### src/rtl/stopwatch_pkg.sv
// stopwatch_pkg
// Shared definitions for the stopwatch core and its digit counters:
//   - BCD digit width and the two wrap limits (9 for decimal digits, 5 for tens of seconds)
//   - FSM state encoding, kept as plain constants for legacy tools
//   - display record whose field order is the packing order of disp_digits
// No ports (package).
package stopwatch_pkg;

  localparam int DIGIT_W = 4;

  localparam logic [DIGIT_W-1:0] WRAP_NINE = 4'd9;
  localparam logic [DIGIT_W-1:0] WRAP_FIVE = 4'd5;

  localparam int STATE_W = 3;
  typedef logic [STATE_W-1:0] state_t;

  localparam state_t ST_IDLE    = 3'd0;
  localparam state_t ST_RUNNING = 3'd1;
  localparam state_t ST_PAUSED  = 3'd2;
  localparam state_t ST_LAP     = 3'd3;
  localparam state_t ST_OVF     = 3'd4;

  // First field lands in the most significant nibble of the 24-bit bus.
  typedef struct packed {
    logic [DIGIT_W-1:0] min_t;
    logic [DIGIT_W-1:0] min_u;
    logic [DIGIT_W-1:0] sec_t;
    logic [DIGIT_W-1:0] sec_u;
    logic [DIGIT_W-1:0] cs_t;
    logic [DIGIT_W-1:0] cs_u;
  } disp_t;

endpackage

### src/rtl/bcd_digit_counter.sv
// bcd_digit_counter
// One BCD digit of the time chain. Counts 0..WRAP and wraps back to 0.
// Ports:
//   clk    - system clock, posedge
//   reset  - synchronous active-high reset
//   clr    - synchronous clear to 0
//   inc    - advance by one this cycle
//   value  - current digit
//   carry  - combinational, high when inc wraps the digit (feeds the next digit's inc)
module bcd_digit_counter
  import stopwatch_pkg::*;
#(
  parameter logic [DIGIT_W-1:0] WRAP = WRAP_NINE
) (
  input  logic               clk,
  input  logic               reset,
  input  logic               clr,
  input  logic               inc,
  output logic [DIGIT_W-1:0] value,
  output logic               carry
);

  // Carry is combinational so the whole chain ripples within the inc cycle.
  assign carry = inc && (value == WRAP);

  always_ff @(posedge clk) begin
    if (reset || clr) begin
      value <= '0;
    end else if (inc) begin
      value <= (value == WRAP) ? '0 : value + 4'd1;
    end
  end

endmodule

### src/rtl/stopwatch_core.sv
// stopwatch_core
// mm:ss.cc BCD stopwatch driven by rising edges of the divided tick.
// Ports:
//   clk_in      - system clock, posedge
//   reset       - synchronous active-high reset
//   tick_in     - divided square wave (same clock domain)
//   start_stop  - pulse, toggles run/pause
//   lap         - pulse, freezes/releases the display
//   clear       - pulse, zeroes the count
//   disp_digits - {min_t, min_u, sec_t, sec_u, cs_t, cs_u}
//   running     - high in RUNNING and LAP
//   lap_active  - high while display is frozen
//   overflow    - sticky saturation flag
module stopwatch_core
  import stopwatch_pkg::*;
#(
  parameter int PRESCALE = 1,
  parameter int MAX_MIN  = 59
) (
  input  logic        clk_in,
  input  logic        reset,
  input  logic        tick_in,
  input  logic        start_stop,
  input  logic        lap,
  input  logic        clear,
  output logic [23:0] disp_digits,
  output logic        running,
  output logic        lap_active,
  output logic        overflow
);

  localparam logic [9:0]         PRESC_LAST = 10'(PRESCALE - 1);
  localparam logic [DIGIT_W-1:0] MIN_T_MAX  = 4'(MAX_MIN / 10);
  localparam logic [DIGIT_W-1:0] MIN_U_MAX  = 4'(MAX_MIN % 10);

  state_t             state;
  state_t             next_state;
  logic               next_lap;
  logic               tick_q;
  logic [9:0]         presc;
  logic [DIGIT_W-1:0] min_t;
  logic [DIGIT_W-1:0] min_u;
  logic [DIGIT_W-1:0] sec_t;
  logic [DIGIT_W-1:0] sec_u;
  logic [DIGIT_W-1:0] cs_t;
  logic [DIGIT_W-1:0] cs_u;
  logic               cs_u_carry;
  logic               cs_t_carry;
  logic               sec_u_carry;
  logic               sec_t_carry;
  disp_t              disp_q;

  logic tick_rise;
  logic counting;
  logic tick_cnt;
  logic inc;
  logic at_max;
  logic cnt_inc;
  logic saturate;

  // The rise is taken straight from tick_in so the count moves on the same
  // edge that loads tick_q; a tick coinciding with clear is dropped.
  assign tick_rise = tick_in && !tick_q;
  assign counting  = (state == ST_RUNNING) || (state == ST_LAP);
  assign tick_cnt  = tick_rise && counting && !clear;
  assign inc       = tick_cnt && (presc == PRESC_LAST);

  assign at_max = (min_t == MIN_T_MAX) && (min_u == MIN_U_MAX) &&
                  (sec_t == WRAP_FIVE) && (sec_u == WRAP_NINE) &&
                  (cs_t == WRAP_NINE) && (cs_u == WRAP_NINE);

  // At the top of the range the increment is swallowed rather than wrapped.
  assign cnt_inc  = inc && !at_max;
  assign saturate = inc && at_max;

  bcd_digit_counter #(.WRAP(WRAP_NINE)) u_cs_u (
    .clk(clk_in), .reset(reset), .clr(clear), .inc(cnt_inc),
    .value(cs_u), .carry(cs_u_carry)
  );

  bcd_digit_counter #(.WRAP(WRAP_NINE)) u_cs_t (
    .clk(clk_in), .reset(reset), .clr(clear), .inc(cs_u_carry),
    .value(cs_t), .carry(cs_t_carry)
  );

  bcd_digit_counter #(.WRAP(WRAP_NINE)) u_sec_u (
    .clk(clk_in), .reset(reset), .clr(clear), .inc(cs_t_carry),
    .value(sec_u), .carry(sec_u_carry)
  );

  bcd_digit_counter #(.WRAP(WRAP_FIVE)) u_sec_t (
    .clk(clk_in), .reset(reset), .clr(clear), .inc(sec_u_carry),
    .value(sec_t), .carry(sec_t_carry)
  );

  // Control decode: clear beats start_stop beats lap; saturation overrides
  // whatever the controls chose because the count can no longer advance.
  always_comb begin
    next_state = state;
    next_lap   = lap_active;
    if (clear) begin
      next_state = ST_IDLE;
      next_lap   = 1'b0;
    end else if (start_stop) begin
      case (state)
        ST_IDLE:    next_state = ST_RUNNING;
        ST_RUNNING: next_state = ST_PAUSED;
        ST_LAP:     next_state = ST_PAUSED;
        ST_PAUSED:  next_state = lap_active ? ST_LAP : ST_RUNNING;
        default:    next_state = state;
      endcase
    end else if (lap) begin
      case (state)
        ST_RUNNING: begin
          next_state = ST_LAP;
          next_lap   = 1'b1;
        end
        ST_LAP: begin
          next_state = ST_RUNNING;
          next_lap   = 1'b0;
        end
        ST_PAUSED: next_lap = 1'b0;
        default:   next_lap = lap_active;
      endcase
    end
    if (!clear && saturate) begin
      next_state = ST_OVF;
    end
  end

  // Registered state, prescaler, minutes pair and display. The display copies
  // the live count every cycle unless the lap freeze is in effect.
  always_ff @(posedge clk_in) begin
    if (reset) begin
      state      <= ST_IDLE;
      lap_active <= 1'b0;
      running    <= 1'b0;
      overflow   <= 1'b0;
      tick_q     <= 1'b0;
      presc      <= '0;
      min_t      <= '0;
      min_u      <= '0;
      disp_q     <= '0;
    end else begin
      tick_q     <= tick_in;
      state      <= next_state;
      lap_active <= next_lap;
      running    <= (next_state == ST_RUNNING) || (next_state == ST_LAP);
      if (clear) begin
        presc    <= '0;
        min_t    <= '0;
        min_u    <= '0;
        overflow <= 1'b0;
        disp_q   <= '0;
      end else begin
        if (tick_cnt) begin
          presc <= (presc == PRESC_LAST) ? '0 : presc + 10'd1;
        end
        // Minutes never pass MAX_MIN because saturation gates the chain.
        if (sec_t_carry) begin
          if (min_u == WRAP_NINE) begin
            min_u <= '0;
            min_t <= min_t + 4'd1;
          end else begin
            min_u <= min_u + 4'd1;
          end
        end
        if (saturate) begin
          overflow <= 1'b1;
        end
        if (!lap_active) begin
          disp_q <= '{min_t: min_t, min_u: min_u, sec_t: sec_t,
                      sec_u: sec_u, cs_t: cs_t, cs_u: cs_u};
        end
      end
    end
  end

  assign disp_digits = disp_q;

endmodule

### config.mk
export PLATFORM = sky130hd
export DESIGN_NAME = stopwatch_core
export DESIGN_NICKNAME = d
export VERILOG_FILES = /design/src/rtl/stopwatch_pkg.sv /design/src/rtl/bcd_digit_counter.sv /design/src/rtl/stopwatch_core.sv
export SDC_FILE = /design/constraint.sdc
export NUM_CORES = 1
export LEC_CHECK = 0
export BUFFER_PORTS_ARGS = -buffer_cell sky130_fd_sc_hd__buf_2
export CAP_MARGIN = 30
export CORE_AREA = 4 4 117 119
export CTS_CLUSTER_DIAMETER = 120
export DETAILED_ROUTE_END_ITERATION = 16
export DIE_AREA = 0 0 121 123
export GPL_TIMING_DRIVEN = 0
export HOLD_SLACK_MARGIN = 0.02
export PLACE_DENSITY = 0.47
export SYNTH_ARGS = -nofsm -noshare
export SYNTH_HDL_FRONTEND = slang
export SYNTH_HIERARCHICAL = 1
export SYNTH_SLANG_ARGS = --single-unit
### constraint.sdc
create_clock -name clk_in -period 5.7 [get_ports clk_in]
set_input_delay 0.285 -clock clk_in [delete_from_list [all_inputs] [get_ports clk_in]]
set_output_delay 0.285 -clock clk_in [all_outputs]
set_load 0.01 [all_outputs]
Yosys cells after proc, flatten, opt, wreduce, memory -nomap -nowiden
Cells that the tools add are included.
- bits in registers: 65
- bits in latches: 0
- RAM bits: 0
- bits in read-only memories: 0
- input bits: 6
- memories: 0
- $add $sub $neg: 7
- multipliers: 0
- divide/modulo/power cells: 0
- $lt $le $gt $ge: 0
- equal/unequal tests: 11
- shifts and indexed selects: 0
- mux-type cells: 14
- bitwise operators: 1
- reductions and logical operators: 30
- operator list (cell ; count):
    4-bit by 1-bit adder with 4-bit output (second input constant) ; 6
    4-bit two-way mux ; 5
    4-bit equality test (second input constant) ; 4
    1-bit logical AND ; 16
    3-bit two-way mux ; 4
    10-bit by 1-bit adder with 10-bit output (second input constant) ; 1
    10-bit zero test ; 1
    10-bit two-way mux ; 1
    3-bit by 2-bit equality test with 1-bit output (second input constant) ; 3
    3-bit one-hot mux with 3 select lines ; 1
    4-bit by 3-bit equality test with 1-bit output (second input constant) ; 2
    3-bit by 1-bit equality test with 1-bit output (second input constant) ; 2
    3-bit one-hot mux with 2 select lines ; 1
    2-bit OR reduction ; 3
    1-bit zero test ; 3
    3-bit zero test ; 1
    1-bit logical OR ; 3
    3-bit AND reduction ; 1
    2-bit two-way mux ; 1
    1-bit one-hot mux with 2 select lines ; 1
    2-bit AND reduction ; 1
    2-bit nonzero test ; 1
    1-bit NOT ; 1

Logic depth before layout (Yosys ltp)
Gate-level depths: netlist of the first run.
- depth in word-level cells: 13
- gate-level depth with buffers: 18
- depth with buffers taken out: 18

Modules after synthesis
Netlist of the first run, hierarchy kept.
- modules (own cells, without submodules) (module ; instances ; cells an instance ; area each (µm²) ; seq. area each (µm²)):
    stopwatch_core ; 1 ; 220 ; 2105.8 ; 980.9
    bcd_digit_counter (u_cs_t ...) ; 3 ; 20 ; 192.7 ; 80.1
    bcd_digit_counter (u_sec_t) ; 1 ; 19 ; 185.2 ; 80.1

Least setup slack after synthesis of the first run
No wires, ideal clock.
- kind: flip-flop to flip-flop
- start: register state[0]
- end: register min_t[1]
- library setup time: 0.086 ns
- arrival: 4.360 ns
- required time: 5.614 ns
- setup slack: 1.254 ns
- cell stages (with the launch flop): 17
- path buffers: 1
- period minus slack after synthesis: 4.446 ns
- path through: dfxtp_1 > buf_4 > nor3b_2 > nand2_1 > nor4b_1 > nand2_2 > nor3b_1 > nand2_2 > nor3b_1 > nand2_2 > nor3b_1 > nand2_2 > nor4b_1 > and2_1 > and2_1 > nor2_1 > a211oi_1
- word-level cells in the longest chain between the ends: 11
- ends and longest elaborated chain (element ; line ; text):
    start, declared ; stopwatch_core.sv:36 ; state_t state;
    start signal, assigned ; stopwatch_core.sv:146 ; state <= next_state;
    3-bit by 1-bit equality test with 1-bit output or 3-bit by 2-bit equality test with 1-bit output (tied branches) ; stopwatch_core.sv:64 ; assign counting = (state == ST_RUNNING) || (state == ST_LAP);
    1-bit logical OR (*) ; stopwatch_core.sv:64 ;
    1-bit logical AND (*) (2 in a row) ; stopwatch_core.sv:65 ; assign tick_cnt = tick_rise && counting && !clear;
    1-bit logical AND (*) ; stopwatch_core.sv:66 ; assign inc = tick_cnt && (presc == PRESC_LAST);
    1-bit logical AND (*) ; stopwatch_core.sv:73 ; assign cnt_inc = inc && !at_max;
    via cnt_inc ; stopwatch_core.sv:58 ; logic cnt_inc;
    1-bit logical AND (*) ; bcd_digit_counter.sv:24 ; assign carry = inc && (value == WRAP);
    via cs_u_carry ; stopwatch_core.sv:47 ; logic cs_u_carry;
    1-bit logical AND (*) ; bcd_digit_counter.sv:24 ;
    via cs_t_carry ; stopwatch_core.sv:48 ; logic cs_t_carry;
    1-bit logical AND (*) ; bcd_digit_counter.sv:24 ;
    via sec_u_carry ; stopwatch_core.sv:49 ; logic sec_u_carry;
    1-bit logical AND (*) ; bcd_digit_counter.sv:24 ;
    via sec_t_carry ; stopwatch_core.sv:50 ; logic sec_t_carry;
    2-bit AND reduction (no line) (*) ; -- ;
    end signal, assigned ; stopwatch_core.sv:163 ; min_t <= min_t + 4'd1;
    end, declared ; stopwatch_core.sv:41 ; logic [DIGIT_W-1:0] min_t;
The timed path passes the listed nets; every way through them passes the cells marked *.
A chain may end at the register's enable or synchronous reset.

Worst setup path in the final report of the first run
Ends and elaborated chain as after synthesis.

==> qor.csv, run 1 <==
metric,value,unit
Synth Register Bits,65,
Final Setup Violations,0,
TritonCTS Buffers,9,
total number of vias,2211,
max-slew violations,0,
CTS tree,built,
largest family of logic cells by synthesized area,simple AND/OR/NAND/NOR gates,
Total Wirelength,6.64,mm
most frequent cells in the layout,"dfxtp_1, nor2_1, buf_2, mux2i_1",
setup TNS,0,ns
Global Route Usage Sum,0.0929,
I/O pin count,33,
Synth area leader,dfxtp_1,
Post-synth EDFFs,0,
"Cell Area, Synth",2870,um2
critical-path cell list,buf_4 > nor3b_2 > nand2_1 > nor4b_2 > nand2_2 > nor3b_2 > nand2_2 > nor3b_1 > nand2_2 > nor3b_1 > nand2_2 > nor4b_1 > and2_1 > and2_1 > nor2_1 > a211oi_1,
Synth Net Count,309,
Worst EP required,5.94,ns
CTS Hold Buffers Added,0,
Core ar.,12600,um2
simple-gate share of the synthesized area,0.279,
1st-iter DRT viols,110,
post-cts resize count,0,
diodes inserted,0,
# DRC,0,
Crit path arrival time,5.35,ns
CTS sink count,65,
max incr delay on CP,0.61,ns
final instance area,3550,um2
DRT Pass-1 Iters,4,
"Area growth, synth to finish",23.9,%
max cap viols,0,
GR Overflow Total,0,
Die Height,123,um
Crit-path slowest cell,nor4b_1,
largest net degree at the start of global routing,23,
Tcrit/Tclk final,0.896,
VDD IR-drop max,0.135,mV
Starting Density,0.228,
initial antenna violation count,0,
share of layout cells above drive strength 1,0.216,
largest fanout on the critical path,7,
Slew HR,0.571,
status,completed,
placed cells,503,
number of core rows,41,
P_leak,1.22,nW
RePlAce Congestion,0.762,
vias in the first global route,2166,
Area contributors post-synth,"dfxtp_1, mux2i_1, nor2_1",
crit path time final,5.11,ns
Fin. Hold Viols,0,
CP endpoint kind,flop,
"Setup Fix Bufs, Post-CTS",0,
Vias/cell,4.26,
# nets final,352,
Worst Max-Slew Pin Slew,0.635,ns
clk slew on worst S/H paths,0.06,ns
syn_area_per_cell,9.60,um2
Cell variety after synth,48,
adder-cell area share of the yosys netlist,0.0174,
FMAX,0.196,GHz
"most common cell after layout, fill and taps aside",dfxtp_1,
top-area cell type share of the netlist area,0.454,
Compound-Gate Fraction of Synth Area,0.0737,
family with the most delay on the worst path,simple AND/OR/NAND/NOR gates,
Post-Syn Instances,299,
DIE WIDTH,121,um
total chip power,0.00103,W
post-synthesis mux area share,0.0837,
area post-placement,3240,um2
CP Launch Type,flop,
Detail Route Antenna Nets,0,
I/O Buffers,32,
Die Area,14900,um2
pwr dens,290,nW/um2
ys async rst share,0,
crit path buf inv count,1,
Post-synth top flop,dfxtp_1,
crit path kind,reg -> reg,
HP Class,in -> reg,
"Seq/Total Area, Yosys",0.454,
global-route wire length before repair,10.9,mm
Clock Skew,0.00827,ns
clock buffer depth,2,
Clock Latency Late Sink,0.33,ns
fin util,0.283,
routed len/inst,12.8,um
H-tree depth,3,
yosys warns,6,
hpwl dp,4.70,mm
fin cells,519,
root buffer cell,clkbuf_16,
xor/xnor share of the synthesized area,0.0733,
Most common cell on crit path,nand2_2,
flip-flops by register name, indices dropped and copies added, names as in the netlist:
register,count
u_cs_u/value,4
presc,10
overflow,1
min_t,4
min_u,4
u_sec_t/value,4
lap_active,1
state,3
tick_q,1
running,1
u_cs_t/value,4
u_sec_u/value,4
disp_digits,24
through the flow:
| step | hold WS (ns) | setup slack [ns] |
|---|---|---|
| 6_report | 0.243 | 0.593 |
| 5_1_grt | 0.268 | -0.00906 |
| 4_1_cts | 0.233 | 0.146 |
| 3_5_place_dp | 0.485 | 0.166 |
| 3_3_place_gp | 0.478 | 0.258 |
| 2_1_floorplan | 0.350 | 1.25 |
Yosys cell counts (2+ instances only):
cell      instances
a211oi_1          6
a211oi_2          4
a21oi_1           4
and2_1            2
and3_1            2
and4b_2           3
buf_2             2
clkbuf_1          5
dfxtp_1          65
ha_1              4
inv_1             5
mux2i_1          24
nand2_1          13
nand2_2           5
nand3_1          10
nand4_1           6
nor2_1           45
nor2b_1           8
nor2b_2           3
nor3_1           14
nor3b_1           6
nor4_1            2
nor4b_1           3
nor4bb_1          2
o21ai_0           9
or3_1             3
xnor2_1          14
xor2_1           10
cell type report:
class,count,area (um2)
Tap cell,172,215
Buffer,8,36.3
Fill cell,1329,9010
Inverter,5,18.8
Sequential cell,65,1300
Timing Repair Buffer,32,160
Clock buffer,12,246
Clock inverter,4,52.6
Multi-Input combinational cell,221,1520
worst register-to-register path: stages (launching register included):
cell	delay, ns
dfxtp_1	0.30
buf_4	0.14
nor3b_2	0.46
nand2_1	0.21
nor4b_2	0.55
nand2_2	0.16
nor3b_2	0.44
nand2_2	0.13
nor3b_1	0.48
nand2_2	0.14
nor3b_1	0.52
nand2_2	0.15
nor4b_1	0.61
and2_1	0.28
and2_1	0.20
nor2_1	0.06
a211oi_1	0.20
logic make-up after synthesis:
family | Yosys count
AND/OR/NAND/NOR | 140
flip-flops | 65
adder cells (fa/ha/maj) | 4
XOR/XNOR | 24
multiplexers | 24
buffers and inverters | 13
AO/OA/AOI/OAI | 29
routing by layer:
| metal | global-route usage | up-vias | share of wire |
|---|---|---|---|
| met4 | 0.0361 | 0 | 0.014 |
| li1 | - | 1137 | - |
| met2 | 0.153 | 34 | 0.47 |
| met1 | 0.112 | 1033 | 0.47 |
| met3 | 0.0320 | 7 | 0.047 |
| met5 | 0 | - | 0 |
where the power goes:
part | switching (W) | leakage [nW] | internal [W]
combinational | 0.0000190 | 0.547 | 0.00000801
sequential | 0.000000684 | 0.524 | 0.000456
clock | 0.000197 | 0.147 | 0.000351
total | 0.000216 | 1.22 | 0.000815
path summary, 6_finish.rpt:
| kind | start | endpoint | slack [ns] | depth (start not counted) |
|---|---|---|---|---|
| setup / recovery | state[0] | min_t[1] | 0.59 | 16 |
| hold / removal | tick_in | tick_q | 0.24 | 2 |
| setup reg to reg | state[0] | min_t[1] | 0.59 | 16 |
| hold reg to reg | disp_digits[19] | disp_digits[19] | 0.49 | 2 |
No activity file was read; power rests on OpenSTA's default activity.
==> inputs of run 2 (changes only) <==
CORE_AREA = 4 4 118 120   (was 4 4 117 119)
DIE_AREA = 0 0 122 124   (was 0 0 121 123)
GPL_TIMING_DRIVEN = not set   (was 0)
SYNTH_HIERARCHICAL = not set   (was 1)
==> run 2 against run 1 <==
- via count rose by 1.9%
- die area grew 1.6%
- register-to-register slack better by 2.5 ns
- combinational power fell by 17%
- count of clock-buffer cells in the layout down 3
- sequential power is essentially flat
- area after synthesis increased by 0.96%
- cell count grew 0.39%
- routed wire length down 6.2%
- global-route usage shrank 0.22 points
- critical path type unchanged
- critical endpoint is now u_sec_u.value[0]
- largest cell class unchanged
==> qor.csv, run 2 <==
metric,value,unit,change
Area contributors post-synth,"dfxtp_1, mux2i_1, nor2_1",,
Synth Net Count,321,,+3.9%
Die Area,15100,um2,+1.6%
Crit path arrival time,2.86,ns,-2.49 ns
clk slew on worst S/H paths,0.06,ns,about the same
largest net degree at the start of global routing,29,,+26%
# nets final,352,,unchanged
RSZ-0062 raised after global routing,false,,
Detail Route Antenna Nets,0,,unchanged
Total Wirelength,6.22,mm,-6.2%
number of core rows,42,,+2.4%
most frequent cells in the layout,"dfxtp_1, nor2_1, buf_2, mux2i_1, a21oi_1",,
I/O pin count,33,,unchanged
initial antenna violation count,0,,unchanged
Synth Register Bits,65,,unchanged
CTS Hold Buffers Added,0,,unchanged
crit path time final,2.59,ns,-2.51 ns
global-route wire length before repair,10.7,mm,-1.4%
TritonCTS Buffers,9,,unchanged
Synth area leader,dfxtp_1,,
Die Height,124,um,+0.81%
Starting Density,0.223,,-0.00512
max-slew violations,0,,unchanged
Global Route Usage Sum,0.0907,,-0.00219
RePlAce Congestion,0.772,,+1.3%
# DRC,0,,unchanged
max reg flops,24,,unchanged
top-area cell type share of the netlist area,0.449,,-0.00431
"Cell Area, Synth",2900,um2,+0.96%
post-cts resize count,0,,unchanged
clock buffer depth,2,,unchanged
CTS tree,built,,
Core ar.,13000,um2,+3.3%
status,completed,,
Clock Skew,0.00588,ns,-0.00239 ns
Vias/cell,4.33,,+1.6%
FMAX,0.386,GHz,+97%
I/O Buffers,32,,unchanged
crit path kind,reg -> reg,,
routed len/inst,11.9,um,-6.6%
DRT Pass-1 Iters,4,,unchanged
DIE WIDTH,122,um,+0.83%
yosys warns,0,,-6
Fill cells,1399,,+5.3%
"Seq/Total Area, Yosys",0.449,,-0.00431
Fin. Hold Viols,0,,unchanged
vias in the first global route,2185,,+0.88%
setup TNS,0,ns,unchanged
Cell variety after synth,48,,unchanged
1st-iter DRT viols,162,,+47%
fin util,0.272,,-0.0107
Post-Syn Instances,310,,+3.7%
top-count cell post-synth,dfxtp_1,,
total number of vias,2254,,+1.9%
P_leak,1.27,nW,+4.2%
Tcrit/Tclk final,0.455,,-0.441
syn_area_per_cell,9.34,um2,-2.6%
multi-input logic area,1500,um2,-1.8%
top post-synthesis cells by count,"dfxtp_1, nor2_1, mux2i_1",,
largest fanout on the critical path,13,,+6
pwr dens,286,nW/um2,-1.6%
Slew HR,0.609,,+0.0383
ys async rst share,0,,unchanged
root buffer cell,clkbuf_16,,
H-tree depth,3,,unchanged
Post-synth top flop,dfxtp_1,,
diodes inserted,0,,unchanged
GR Overflow Total,0,,unchanged
CP endpoint kind,flop,,
VDD IR-drop max,0.121,mV,-11%
hpwl dp,4.34,mm,-7.6%
Post-synth EDFFs,0,,unchanged
CP Launch Type,flop,,
Clock Latency Late Sink,0.33,ns,about the same
"Area growth, synth to finish",21.9,%,
CTS sink count,65,,unchanged
share of layout cells above drive strength 1,0.180,,-0.0364
HP Class,in -> reg,,
WHS,0.159,ns,-0.0842 ns
"most common cell after layout, fill and taps aside",dfxtp_1,,
Sequential Area,1300,um2,unchanged
Worst Max-Slew Pin Slew,0.582,ns,-0.0530 ns
Final Setup Violations,0,,unchanged
"Setup Fix Bufs, Post-CTS",0,,unchanged
Worst EP required,5.96,ns,+0.02 ns
max cap viols,0,,unchanged
run 2: cell types whose count changed after synthesis, sizes merged, moves of 6 or more:
cell    previous run  this run
a211oi            10         2
a21oi              4        16
clkbuf             5        11
nor2              46        57
nor2b             11         4
nor3              14         5
xnor2             14         6
run 2: kinds of logic (layout without fill, tap and decap cells):
group / count (synthesis) / after routing / share of synthesized area
xor+xnor: 18 / 18 / 0.0544
compound gates: 40 / 40 / 0.0894
buf+inv: 23 / 58 / 0.0341
mux: 28 / 28 / 0.0972
simple gates: 131 / 131 / 0.254
fa+ha+maj: 5 / 5 / 0.0216
flops: 65 / 65 / 0.449
run 2: final timing paths:
path | start | slack [ns] | end | cells after the start
worst max register to register | state[0] | 3.11 | u_sec_u.value[0] | 6
worst min register to register | overflow | 0.46 | overflow | 2
worst max-delay path | state[0] | 3.11 | u_sec_u.value[0] | 6
worst min-delay path | reset | 0.16 | tick_q | 2
run 2: metal layers:
layer  GRT usage  vias to the layer above  routed length [um]
met4      0.0413                        0                 138
met1       0.114                     1051                2990
li1            -                     1151                   -
met5           0                        -                   0
met2       0.134                       38                2750
met3      0.0395                       14                 342
run 2: power breakdown:
group,internal (W),switching (W)
sequential,0.000456,0.000000895
clock,0.000333,0.000196
combinational,0.00000794,0.0000145
total,0.000797,0.000212
run 2: cell type report:
class | instances | share of cell area
Tap cell | 176 | 0.0623
Sequential cell | 65 | 0.368
Clock buffer | 9 | 0.0638
Multi-Input combinational cell | 222 | 0.424
Clock inverter | 6 | 0.0170
Inverter | 9 | 0.00956
Timing Repair Buffer | 34 | 0.0553
run 2: stage by stage:
| step | setup slack, ns | area, um2 | std cells | total power, W |
|---|---|---|---|---|
| CTS | 3.11 | 3530 | 521 | 0.00103 |
| global route | 2.87 | 3530 | 521 | 0.00105 |
| finish | 3.11 | 3530 | 521 | 0.00101 |
| floorplan | 3.56 | 2900 | 310 | 0.000480 |
| global placement | 3.21 | 3220 | 505 | 0.000487 |
| detailed placement | 3.12 | 3250 | 506 | 0.000489 |
run 2: worst max-delay path, cell delays in order, from the launching register on:
cell and delay [ns]:
dfxtp_1 0.39, ha_1 0.25, and4bb_1 0.41, and4_1 0.51, o211ai_1 0.27, or4b_1 0.55
a21oi_1 0.15
==> inputs of run 3 (changes only) <==
ABC_AREA = 1   (was not set)
CORE_AREA = 4 4 121 123   (was 4 4 118 120)
DIE_AREA = 0 0 125 127   (was 0 0 122 124)
clock period = 2.6 ns   (was 5.7 ns; I/O delays follow)
==> run 3 against run 2 <==
- first-iteration DRC count down 10%
- hold slack worse by 0.13 ns
- critical path depth up 5
- largest power group unchanged
- highest routed layer unchanged
==> qor.csv, run 3 <==
metric,value,unit,change
share of layout cells above drive strength 1,0.244,,+0.0646
HP Class,in -> reg,,
total number of vias,2624,,+16%
fin util,0.278,,+0.00594
P_leak,1.48,nW,+16%
vias in the first global route,2517,,+15%
initial antenna violation count,0,,unchanged
Final Setup Violations,0,,unchanged
Seq pwr share,0.403,,-0.050
Cell variety after synth,36,,-25%
DIE WIDTH,125,um,+2.5%
routed len/inst,11.4,um,-4.4%
"Seq/Total Area, Yosys",0.423,,-0.0265
root buffer cell,clkbuf_16,,
hpwl dp,5.24,mm,+21%
TritonCTS Buffers,9,,unchanged
global-route wire length before repair,12.1,mm,+13%
Post-synth EDFFs,0,,unchanged
1st-iter DRT viols,145,,-10%
crit path time final,1.82,ns,-0.770 ns
RePlAce Congestion,0.803,,+3.9%
Worst EP required,2.81,ns,-3.15 ns
Synth Register Bits,65,,unchanged
number of core rows,43,,+2.4%
# DRC,0,,unchanged
Vias/cell,4.22,,-2.5%
CTS Hold Buffers Added,0,,unchanged
VDD IR-drop max,0.300,mV,+150%
Comb power frac,0.027,,+0.005
Post-Syn Instances,400,,+29%
Total Wirelength,7.10,mm,+14%
Global Route Usage Sum,0.0924,,+0.00175
max-slew violations,0,,unchanged
GR Overflow Total,0,,unchanged
Clock Skew,0.00750,ns,+0.00162 ns
most frequent cells in the layout,"dfxtp_1, nand2_1, nor2_1, a21oi_1, inv_1",,
setup TNS,0,ns,unchanged
H-tree depth,3,,unchanged
Tcrit/Tclk final,0.701,,+0.246
pwr dens,655,nW/um2,+130%
CTS tree,built,,
Sw Share,0.201,,-0.00902
Synth Net Count,411,,+28%
"Setup Fix Bufs, Post-CTS",0,,unchanged
"Area growth, synth to finish",23.5,%,
top post-synthesis cells by count,"dfxtp_1, nor2_1, nand2_1",,
Int Power,0.00199,W,+150%
power share of the clock group,0.570,,+0.045
"most common cell after layout, fill and taps aside",dfxtp_1,,
Worst Max-Slew Pin Slew,0.398,ns,-0.184 ns
CTS sink count,65,,unchanged
diodes inserted,0,,unchanged
Slew HR,0.735,,+0.126
Detail Route Antenna Nets,0,,unchanged
Synth area leader,dfxtp_1,,
# nets final,448,,+27%
max cap viols,0,,unchanged
I/O Buffers,32,,unchanged
Crit path arrival time,2.03,ns,-0.83 ns
ys async rst share,0,,unchanged
FMAX,0.549,GHz,+42%
clk slew on worst S/H paths,0.06,ns,about the same
Fill cells,1482,,+5.9%
Core ar.,13700,um2,+5.3%
status,completed,,
largest net degree at the start of global routing,39,,+34%
CP Launch Type,flop,,
switching power,0.000500,W,+140%
yosys warns,0,,unchanged
Post-synth top flop,dfxtp_1,,
top-area cell type share of the netlist area,0.423,,-0.0265
max reg flops,24,,unchanged
Clock Latency Late Sink,0.33,ns,about the same
DRT Pass-1 Iters,4,,unchanged
Fin. Hold Viols,0,,unchanged
Die Area,15900,um2,+4.9%
Starting Density,0.225,,+0.00208
crit path kind,reg -> reg,,
top-count cell post-synth,dfxtp_1,,
Area contributors post-synth,"dfxtp_1, a21oi_1, nor2_1",,
syn_area_per_cell,7.69,um2,-18%
post-cts resize count,0,,unchanged
clock buffer depth,2,,unchanged
I/O pin count,33,,unchanged
"Cell Area, Synth",3080,um2,+6.3%
CP endpoint kind,flop,,
largest fanout on the critical path,7,,-6
RSZ-0062 raised after global routing,false,,
Die Height,127,um,+2.4%
run 3: cell count changes in the layout (fill, tap and decap cells not counted), moves of 12 or more:
cell / change
nand2_1: +37
a21oi_1: +32
o21ai_0: +29
inv_1: +27
mux2i_1: -27
inv_2: +13
xor2_1: -12
run 3: cells by family (layout without fill, tap and decap cells):
logic type      Yosys count  after routing  synth area share
flops                    65             65             0.423
simple gates            175            175             0.318
fa+ha+maj                 5              5            0.0203
buf+inv                  61            103            0.0793
compound gates           94             94             0.160
run 3: worst max-delay path, stage by stage (launching register included):
cell and delay, ns:
dfxtp_1 0.32, inv_1 0.10, ha_1 0.26, nand3_4 0.18
inv_6 0.12, nand2_2 0.08, nor2_8 0.16, nand3_2 0.14
inv_2 0.09, nand3_1 0.07, o21ai_1 0.13, nor2_1 0.06
run 3: worst paths after layout:
path	start	end	slack, ns	cells past startpoint
worst min register to register	disp_digits[7]	disp_digits[7]	0.46	2
worst min-delay path	reset	tick_q	0.03	2
worst max-delay path	state[2]	min_t[2]	0.78	11
worst max register to register	state[2]	min_t[2]	0.78	11
run 3: stage by stage:
stage / std cells / power, W / hold slack (ns) / worst slack (ns) / area, um2
floorplan: 400 / 0.00107 / 0.201 / 1.00 / 3080
global placement: 606 / 0.00109 / 0.370 / 0.855 / 3450
detailed placement: 606 / 0.00109 / 0.377 / 0.790 / 3450
CTS: 622 / 0.00252 / 0.0324 / 0.746 / 3800
global route: 622 / 0.00257 / 0.0517 / 0.558 / 3800
finish: 622 / 0.00249 / 0.0342 / 0.778 / 3800
run 3: per-layer routing:
metal / GRT usage / wire (um) / vias up
met2: 0.144 / 3150 / 40
met4: 0.0332 / 106 / 0
li1: - / - / 1395
met1: 0.122 / 3540 / 1180
met5: 0 / 0 / -
met3: 0.0280 / 303 / 9
run 3: cell type report:
class	count	area, um2	area share
Timing Repair Buffer	35	183	0.0481
Inverter	52	201	0.0530
Multi-Input combinational cell	274	1540	0.404
Tap cell	180	225	0.0593
Sequential cell	65	1300	0.342
Clock buffer	10	239	0.0629
Clock inverter	6	115	0.0303
run 3: power groups by stage:
stage / Clock (W) / Sequential [W] / Combinational [W]
after detailed placement: 0 / 0.00103 / 0.0000676
after global routing: 0.00149 / 0.00100 / 0.0000763
after floorplan: 0 / 0.00103 / 0.0000451
after global placement: 0 / 0.00102 / 0.0000664
after CTS: 0.00145 / 0.00100 / 0.0000680
final: 0.00142 / 0.00100 / 0.0000665
